[src/rtl/cnn_settle_detect.sv]
`default_nettype none
// ============================================================================
//  Module   : cnn_settle_detect
//  Purpose  : Detects settling of a 4x4 cellular-network array over sweeps and
//             hands out a frozen binarised result via valid/ready.
//  Revision : 1.0 - initial release
// ============================================================================
module cnn_settle_detect #(
    parameter int DW            = 9,
    parameter int MAX_SWEEPS    = 64,
    parameter int STABLE_SWEEPS = 2,
    parameter int TOL           = 0
) (
    input  logic             clk,
    input  logic             rst_n,
    input  logic             start,
    input  logic             sweep_end,
    input  logic [16*DW-1:0] y_in,
    output logic             busy,
    output logic             out_valid,
    input  logic             out_ready,
    output logic [15:0]      out_bits,
    output logic [7:0]       out_sweeps,
    output logic             out_converged
);

    localparam logic [1:0]  c_idle       = 2'd0;
    localparam logic [1:0]  c_run        = 2'd1;
    localparam logic [1:0]  c_done       = 2'd2;
    localparam logic [7:0]  c_max_sweeps = 8'(MAX_SWEEPS);
    localparam logic [3:0]  c_stable     = 4'(STABLE_SWEEPS);
    localparam logic [DW:0] c_tol        = (DW+1)'(TOL);

    logic [1:0]       r_state;
    logic [1:0]       w_state_nxt;
    logic [16*DW-1:0] r_snap;
    logic             r_snap_vld;
    logic [7:0]       r_sweep_cnt;
    logic [3:0]       r_stable_cnt;
    logic [15:0]      r_out_bits;
    logic [7:0]       r_out_sweeps;
    logic             r_out_conv;

    logic [15:0]      w_cell_stable;
    logic [15:0]      w_sign_bits;
    logic             w_all_stable;
    logic [3:0]       w_stable_inc;
    logic [3:0]       w_stable_nxt;
    logic [7:0]       w_sweep_nxt;
    logic             w_conv;
    logic             w_limit;
    logic             w_run_sweep;

    // Per-cell change magnitude in DW+1 bits so the full signed range fits.
    for (genvar k = 0; k < 16; k++) begin : g_cell
        logic signed [DW:0] w_diff;
        logic        [DW:0] w_abs;
        assign w_diff = $signed({y_in[(k+1)*DW-1], y_in[k*DW +: DW]})
                      - $signed({r_snap[(k+1)*DW-1], r_snap[k*DW +: DW]});
        assign w_abs            = w_diff[DW] ? -w_diff : w_diff;
        assign w_cell_stable[k] = (w_abs <= c_tol);
        assign w_sign_bits[k]   = ~y_in[(k+1)*DW-1];
    end

    assign w_all_stable = r_snap_vld & (&w_cell_stable);
    assign w_stable_inc = (r_stable_cnt == c_stable) ? r_stable_cnt : r_stable_cnt + 4'd1;
    assign w_stable_nxt = w_all_stable ? w_stable_inc : 4'd0;
    assign w_sweep_nxt  = r_sweep_cnt + 8'd1;
    assign w_conv       = (w_stable_nxt == c_stable);
    assign w_limit      = (w_sweep_nxt == c_max_sweeps);
    assign w_run_sweep  = (r_state == c_run) && sweep_end;

    always_ff @(posedge clk) begin
        if (!rst_n) begin
            r_state <= c_idle;
        end else begin
            r_state <= w_state_nxt;
        end
    end

    always_comb begin
        w_state_nxt = r_state;
        case (r_state)
            c_idle:  if (start) w_state_nxt = c_run;
            c_run:   if (sweep_end && (w_conv || w_limit)) w_state_nxt = c_done;
            c_done:  if (out_ready) w_state_nxt = c_idle;
            default: w_state_nxt = c_idle;
        endcase
    end

    always_ff @(posedge clk) begin
        if (!rst_n) begin
            r_snap       <= '0;
            r_snap_vld   <= 1'b0;
            r_sweep_cnt  <= 8'd0;
            r_stable_cnt <= 4'd0;
            r_out_bits   <= 16'd0;
            r_out_sweeps <= 8'd0;
            r_out_conv   <= 1'b0;
        end else begin
            if ((r_state == c_idle) && start) begin
                r_sweep_cnt  <= 8'd0;
                r_stable_cnt <= 4'd0;
                r_snap_vld   <= 1'b0;
            end
            if (w_run_sweep) begin
                r_snap       <= y_in;
                r_snap_vld   <= 1'b1;
                r_sweep_cnt  <= w_sweep_nxt;
                r_stable_cnt <= w_stable_nxt;
                // Result is captured only on the completing sweep, then frozen.
                if (w_conv || w_limit) begin
                    r_out_bits   <= w_sign_bits;
                    r_out_sweeps <= w_sweep_nxt;
                    r_out_conv   <= w_conv;
                end
            end
        end
    end

    assign busy          = (r_state != c_idle);
    assign out_valid     = (r_state == c_done);
    assign out_bits      = r_out_bits;
    assign out_sweeps    = r_out_sweeps;
    assign out_converged = r_out_conv;

endmodule
`default_nettype wire

[config.mk]
export PLATFORM = sky130hd
export DESIGN_NAME = cnn_settle_detect
export DESIGN_NICKNAME = d
export VERILOG_FILES = /design/src/rtl/cnn_settle_detect.sv
export SDC_FILE = /design/constraint.sdc
export NUM_CORES = 1
export LEC_CHECK = 0
export ABC_AREA = 1
export CAP_MARGIN = 20
export CORE_MARGIN = 5
export CORE_UTILIZATION = 60
export DETAILED_ROUTE_END_ITERATION = 6
export PLACE_DENSITY = 0.83
export SLEW_MARGIN = 20
export SYNTH_ARGS = -nofsm -noshare
export SYNTH_HDL_FRONTEND = slang
export SYNTH_SLANG_ARGS = --single-unit
[constraint.sdc]
create_clock -name clk -period 3.7 [get_ports clk]
set_clock_uncertainty 0.1 [all_clocks]
set_input_delay 0.37 -clock clk [delete_from_list [all_inputs] [get_ports clk]]
set_output_delay 0.37 -clock clk [all_outputs]
set_load 0.02 [all_outputs]
# --- After elaboration in Yosys (flattened, before gate mapping) ---
# Index checks and enable logic that the tools add are counted.
totals:
  out_inout_bits: 27
  regBits: 184
  elab_cells: 121
  in_bits: 149
classes:
  magnitude_cmp: 16
  mux: 28
  n_reduce_logical: 10
  n_addsub: 34
  eq_ne: 8
  bitwise_logic: 17
ops:
  columns: ["cell", "count"]
  rows:
  - ["$le 10x1->1 const B", 16]
  - ["$mux 10", 16]
  - ["$neg 10->10", 16]
  - ["$sub 9x9->10", 16]
  - ["$mux 4", 4]
  - ["$mux 8", 2]
  - ["$not 1->1", 16]
  - ["$reduce_and 16->1", 1]
  - ["$add 8x1->8 const B", 1]
  - ["$eq 4x2->1 const B", 2]
  - ["$eq 8x7->1 const B", 1]
  - ["$mux 2", 3]
  - ["$pmux 2 s3", 1]
  - ["$add 4x1->4 const B", 1]
  - ["$ne 2x1->1 const B", 2]
  - ["$reduce_bool 2->1", 2]
  - ["$logic_and 1x1->1", 3]
  - ["$reduce_and 3->1", 1]
  - ["$eq 2x1->1 const B", 1]
  - ["$eq 2x2->1 const B", 1]
  - ["$logic_not 2->1", 1]
  - ["$mux 1", 2]
  - ["$ne 2x2->1 const B", 1]
  - ["$reduce_and 2->1", 1]
  - ["other kinds (2)", 2]

# --- Logic depth before layout (Yosys ltp) ---
depth:
  depth_word: 12
  mapped_depth: 30

# --- Worst setup path after synthesis ---
# No wires, ideal clock.
synth_path:
  path_kind: "input to register"
  startpoint: "input port y_in[72]"
  endpoint: "register r_out_bits[4], in the netlist out_bits[4]"
  stages: 25
  path_buffers: 1
  setup_ns: 0.115
  setup_slack_ns: 0.488
  arrival_time_ns: 2.997
  cell_sequence: "inv_1 > ha_1 > inv_1 > fa_1 > inv_1 > nand2_1 > nor2_1 > nand3_1 > nor2_1 > nand3_1 > nand3_1 > nand2_1 > nor2_1 > nand2_1 > nor2_1 > nand2_1 > nor2_1 > nand3_1 > nor2_4 > o21ai_2 > nand2_2 > nand2_4 > buf_4 > a21oi_1 > nor2_1"
synth_between:
  elab_chain_len: 10
synth_lines:
  columns: ["item", "line", "text"]
  rows:
  - ["from (decl)", "18", "input logic [16*DW-1:0] y_in,"]
  - ["$sub 9x9->10 *", "59", "- $signed({r_snap[(k+1)*DW-1], r_snap[k*DW +: DW]});"]
  - ["$neg 10->10", "60", "assign w_abs = w_diff[DW] ? -w_diff : w_diff;"]
  - ["$mux 10 *", "60", null]
  - ["$le 10x1->1 *", "61", "assign w_cell_stable[k] = (w_abs <= c_tol);"]
  - ["$reduce_and 16->1 *", "65", "assign w_all_stable = r_snap_vld & (&w_cell_stable);"]
  - ["$and 1x1->1 *", "65", null]
  - ["$mux 4 *", "67", "assign w_stable_nxt = w_all_stable ? w_stable_inc : 4'd0;"]
  - ["$eq 4x2->1 *", "69", "assign w_conv = (w_stable_nxt == c_stable);"]
  - ["$logic_or 1x1->1 *", "112", "if (w_conv || w_limit) begin"]
  - ["$reduce_and 2->1 (no source line) *", null, null]
  - ["to (signal assigned)", "113", "r_out_bits <= w_sign_bits;"]
  - ["to (decl)", "40", "logic [15:0] r_out_bits;"]
# Every way passes the cells marked *; elsewhere a longest branch is shown, timed or not.
# A chain may end at the register's enable or synchronous reset.

# --- Worst setup path after layout ---
layout_path:
  startpoint: "register r_snap[96]"
  endpoint: "register r_out_bits[9], in the netlist out_bits[9]"
layout_between:
  elab_chain_len: 10
layout_lines:
  columns: ["item", "line", "text"]
  rows:
  - ["from (decl)", "36", "logic [16*DW-1:0] r_snap;"]
  - ["from (signal assigned)", "107", "r_snap <= y_in;"]
  - ["$sub 9x9->10 *", "59", null]
  - ["$neg 10->10", "60", null]
  - ["$mux 10 *", "60", null]
  - ["$le 10x1->1 *", "61", null]
  - ["$reduce_and 16->1 *", "65", null]
  - ["$and 1x1->1 *", "65", null]
  - ["$mux 4 *", "67", null]
  - ["$eq 4x2->1 *", "69", null]
  - ["$logic_or 1x1->1 *", "112", null]
  - ["$reduce_and 2->1 (no source line) *", null, null]
# Marks and branches as above.

==> results by group <==
Floorplan
  • Initial core utilization: 60.9%
  • Die Area: 33,800 um^2
  • Die width: 184 um
  • Ports: 176
  • Cell row count: 63
  • Total core area: 29,700 um^2
  • Die Ht: 184 um

STA
  • Max Slew Vio Count: 0
  • RSZ-0062 raised after global routing: yes
  • Setup WS post-layout: -0.253 ns
  • Final hold violation count: 0
  • Worst-Margin Slew: 0.824 ns
  • Minimum clock period: 3.95 ns
  • FMAX: 0.253 GHz
  • Slew headroom: 45.0%
  • Tcrit/Tclk final: 107%
  • Final setup vio count: 27

Routing
  • Remaining antenna violation count: 0
  • Initial DRC Count: 2,297
  • WL final: 64.8 mm
  • Post-DR wirelength/cell: 16.0 um
  • First-pass iteration count of the detailed router: 7
  • Post-DR vias/cell: 5.62
  • DR vias: 22,800
  • Drt drc: 0

Critical path
  • Slowest stage delay, CP: 0.35 ns
  • Critical path type: reg -> reg
  • Worst-path maximum fanout: 11
  • Reg2Reg Launch Point: r_snap[96]
  • CP max-delay cell: ha_1
  • Critical path data arrival time: 4.21 ns
  • Crit path required time: 3.96 ns
  • Most frequent CP cell: nand2_1
  • Worst setup EP type: flop
  • CP Launch Point: r_snap[96]
  • Critical Path Source Type: flop

Synthesis
  • Dominant synthesized flop cell: dfxtp_1
  • Largest area contributor in the netlist: nand2_1
  • Mapped Cells: 3,180
  • Post-Syn Area: 18,100 um^2
  • Post-synth EDFFs: 0
  • Synth area leaders: nand2_1 (22%), dfxtp_1 (20%), inv_1 (11%), ha_1 (10%), nand3_1 (8.8%)
  • Synth unique cells: 37
  • Flops & latches, synth: 184
  • Async SR Flop Fraction: 0%
  • Sequential fraction of the synthesis area: 20.3%
  • Share of the synthesized area in the top cell type: 22.1%
  • Synth warn: 0
  • Avg Inst Size Synth: 5.69 um^2
  • Net Count, Synth: 3,492

Clocking
  • CTS Root Cell: clkbuf_16
  • CTS tree: yes
  • Longest Clk Path Bufs: 2
  • Clock slew at reported path FFs: 0.08 ns
  • Clock sinks: 184
  • Cts bufs inserted: 17
  • CTS Hold Bufs: 0
  • CTS H-tree depth: 4
  • Clk_lat worst skew: 0.47 ns

Placement
  • Count of buffers from port buffering: 175
  • Placed wire-length estimate: 46.1 mm
  • Area after DPL: 22,600 um^2
  • Final GP Congestion: 0.961

Global routing
  • First-pass GRT wire length: 95.2 mm
  • Vias in the first global route: 20,900
  • Met3 usage: 6.23%
  • Grt peak-use layer: met2
  • Gr ovfl total: 0
  • Gr usage total: 33.5%
  • Initial antenna violation count: 0
  • Met1 usage: 41.5%
  • Met2 GRT Util: 57.9%
  • Largest net degree at the start of global routing: 158

Cells and area
  • Number of diodes: 0
  • Design Area, Final: 24,600 um^2
  • Layout cells sized above 1: 19.2%
  • Layout Nets: 3,970
  • Fillers: 2,012
  • Area Overhead vs Synth: 35.9%

Status
  • Status: finished, violations left
  • Failing checks: setup timing

Worst hold path
  • HP Start: y_in[99]
  • Worst Hold Class: in -> reg

Power and ir drop
  • LEAKAGE: 12.4 nW
  • Peak supply drop: 0.371 mV
  • Cell Pwr Density: 340 nW/um^2
  • Overall power: 8.36 mW

Flow run
  • Max Cap Viol: 0
[repair_timing]
item	CTS	global route
pin swaps	0	114
resized for setup	8	349
setup buffers	0	17
gates cloned	0	3
endpoints found under the setup margin	27	27
[path summary, 6_finish.rpt]
check | depth (start not counted) | end | slack [ns]
hold reg to reg | 2 | r_snap[121] | 0.36
setup reg to reg | 26 | out_bits[9] | -0.25
hold / removal | 3 | r_snap[99] | 0.07
setup / recovery | 26 | out_bits[9] | -0.25
[Yosys cell counts (all sizes together), types with 10 or more instances]
cell type,instances
clkbuf,52
xor2,24
buf,13
nor2,254
o21bai,11
fa,16
nand3b,51
a21oi,256
o21a,10
dfxtp,184
nand2,1079
nor3,12
nand4,46
ha,147
o21ai,166
inv,516
nand3,319
[state kept, by name, indices dropped and copies added, names as in the netlist]
signal         count
r_snap           144
out_bits          16
out_sweeps         8
r_sweep_cnt        8
r_stable_cnt       4
r_state            2
out_converged      1
r_snap_vld         1
[report_power, final]
part | leakage (nW) | switching (mW) | internal, mW | total [mW]
clock | 0.278 | 0.928 | 1.00 | 1.93
combinational | 10.6 | 2.57 | 1.74 | 4.31
sequential | 1.50 | 0.0364 | 2.08 | 2.12
total | 12.4 | 3.53 | 4.83 | 8.36
[worst max-delay path: cells and delay by family, from the launching register on]
kind / cells / cell delay (ns)
adders and majority gates: 1 / 0.35
AOI/OAI and AO/OA: 4 / 0.64
and+or+nand+nor: 17 / 1.84
buffers and inverters: 4 / 0.55
DFF: 1 / 0.34
[final cells by class]
class	instances	area [um^2]	share of cell area (%)
multi-input cells	2413	13400	54.4
well taps	390	488	1.98
clock buffers	19	433	1.76
clock inverters	13	146	0.595
inverters	518	1940	7.90
flip-flops and latches	184	3690	15.0
repair buffers	524	4510	18.3
[cell families after synthesis]
| kind of cell | synth area share (%) |
|---|---|
| adder cells (fa/ha/maj) | 11.9 |
| AO/OA/AOI/OAI | 12.9 |
| buffers and inverters | 12.3 |
| AND/OR/NAND/NOR | 41.1 |
| XOR/XNOR | 1.40 |
| flip-flops | 20.3 |
[through the flow]
stage	util, %	setup TNS, ns	setup slack, ns	std cells	hold WS, ns
detailed placement	76.0	-18.17	-0.691	4009	0.353
global route	82.8	-8.93	-0.432	4061	0.0784
finish	82.8	-3.78	-0.253	4061	0.0745
global placement	76.0	-17.59	-0.640	4009	0.343
floorplan	-	0	0.488	3180	0.333
CTS	78.1	0	0.000451	4041	0.293
[per-layer routing]
metal  share of wire (%)  up-vias
met5                   0        -
met4                 4.9        0
met3                 8.7      294
met2                  47     1164
met1                  40    10300
li1                    -    11100
[layout by cell type (no fill, tap or decap), drive strengths merged, types with 5 or more instances in the layout]
cell type	netlist	layout
nor2	254	254
nor3	12	12
ha	147	147
fa	16	16
xnor2	5	5
xor2	24	24
clkbuf	52	22
nand4	46	46
nand2	1079	1079
dfxtp	184	184
a211oi	5	5
a21oi	256	256
nand3	319	319
dlymetal6s2s	0	10
o21bai	11	11
clkinv	2	8
o21a	10	10
o21ai	166	166
inv	516	519
nand3b	51	51
buf	13	347
clkdlybuf4s50	0	164
No activity file was read; power rests on OpenSTA's default activity.
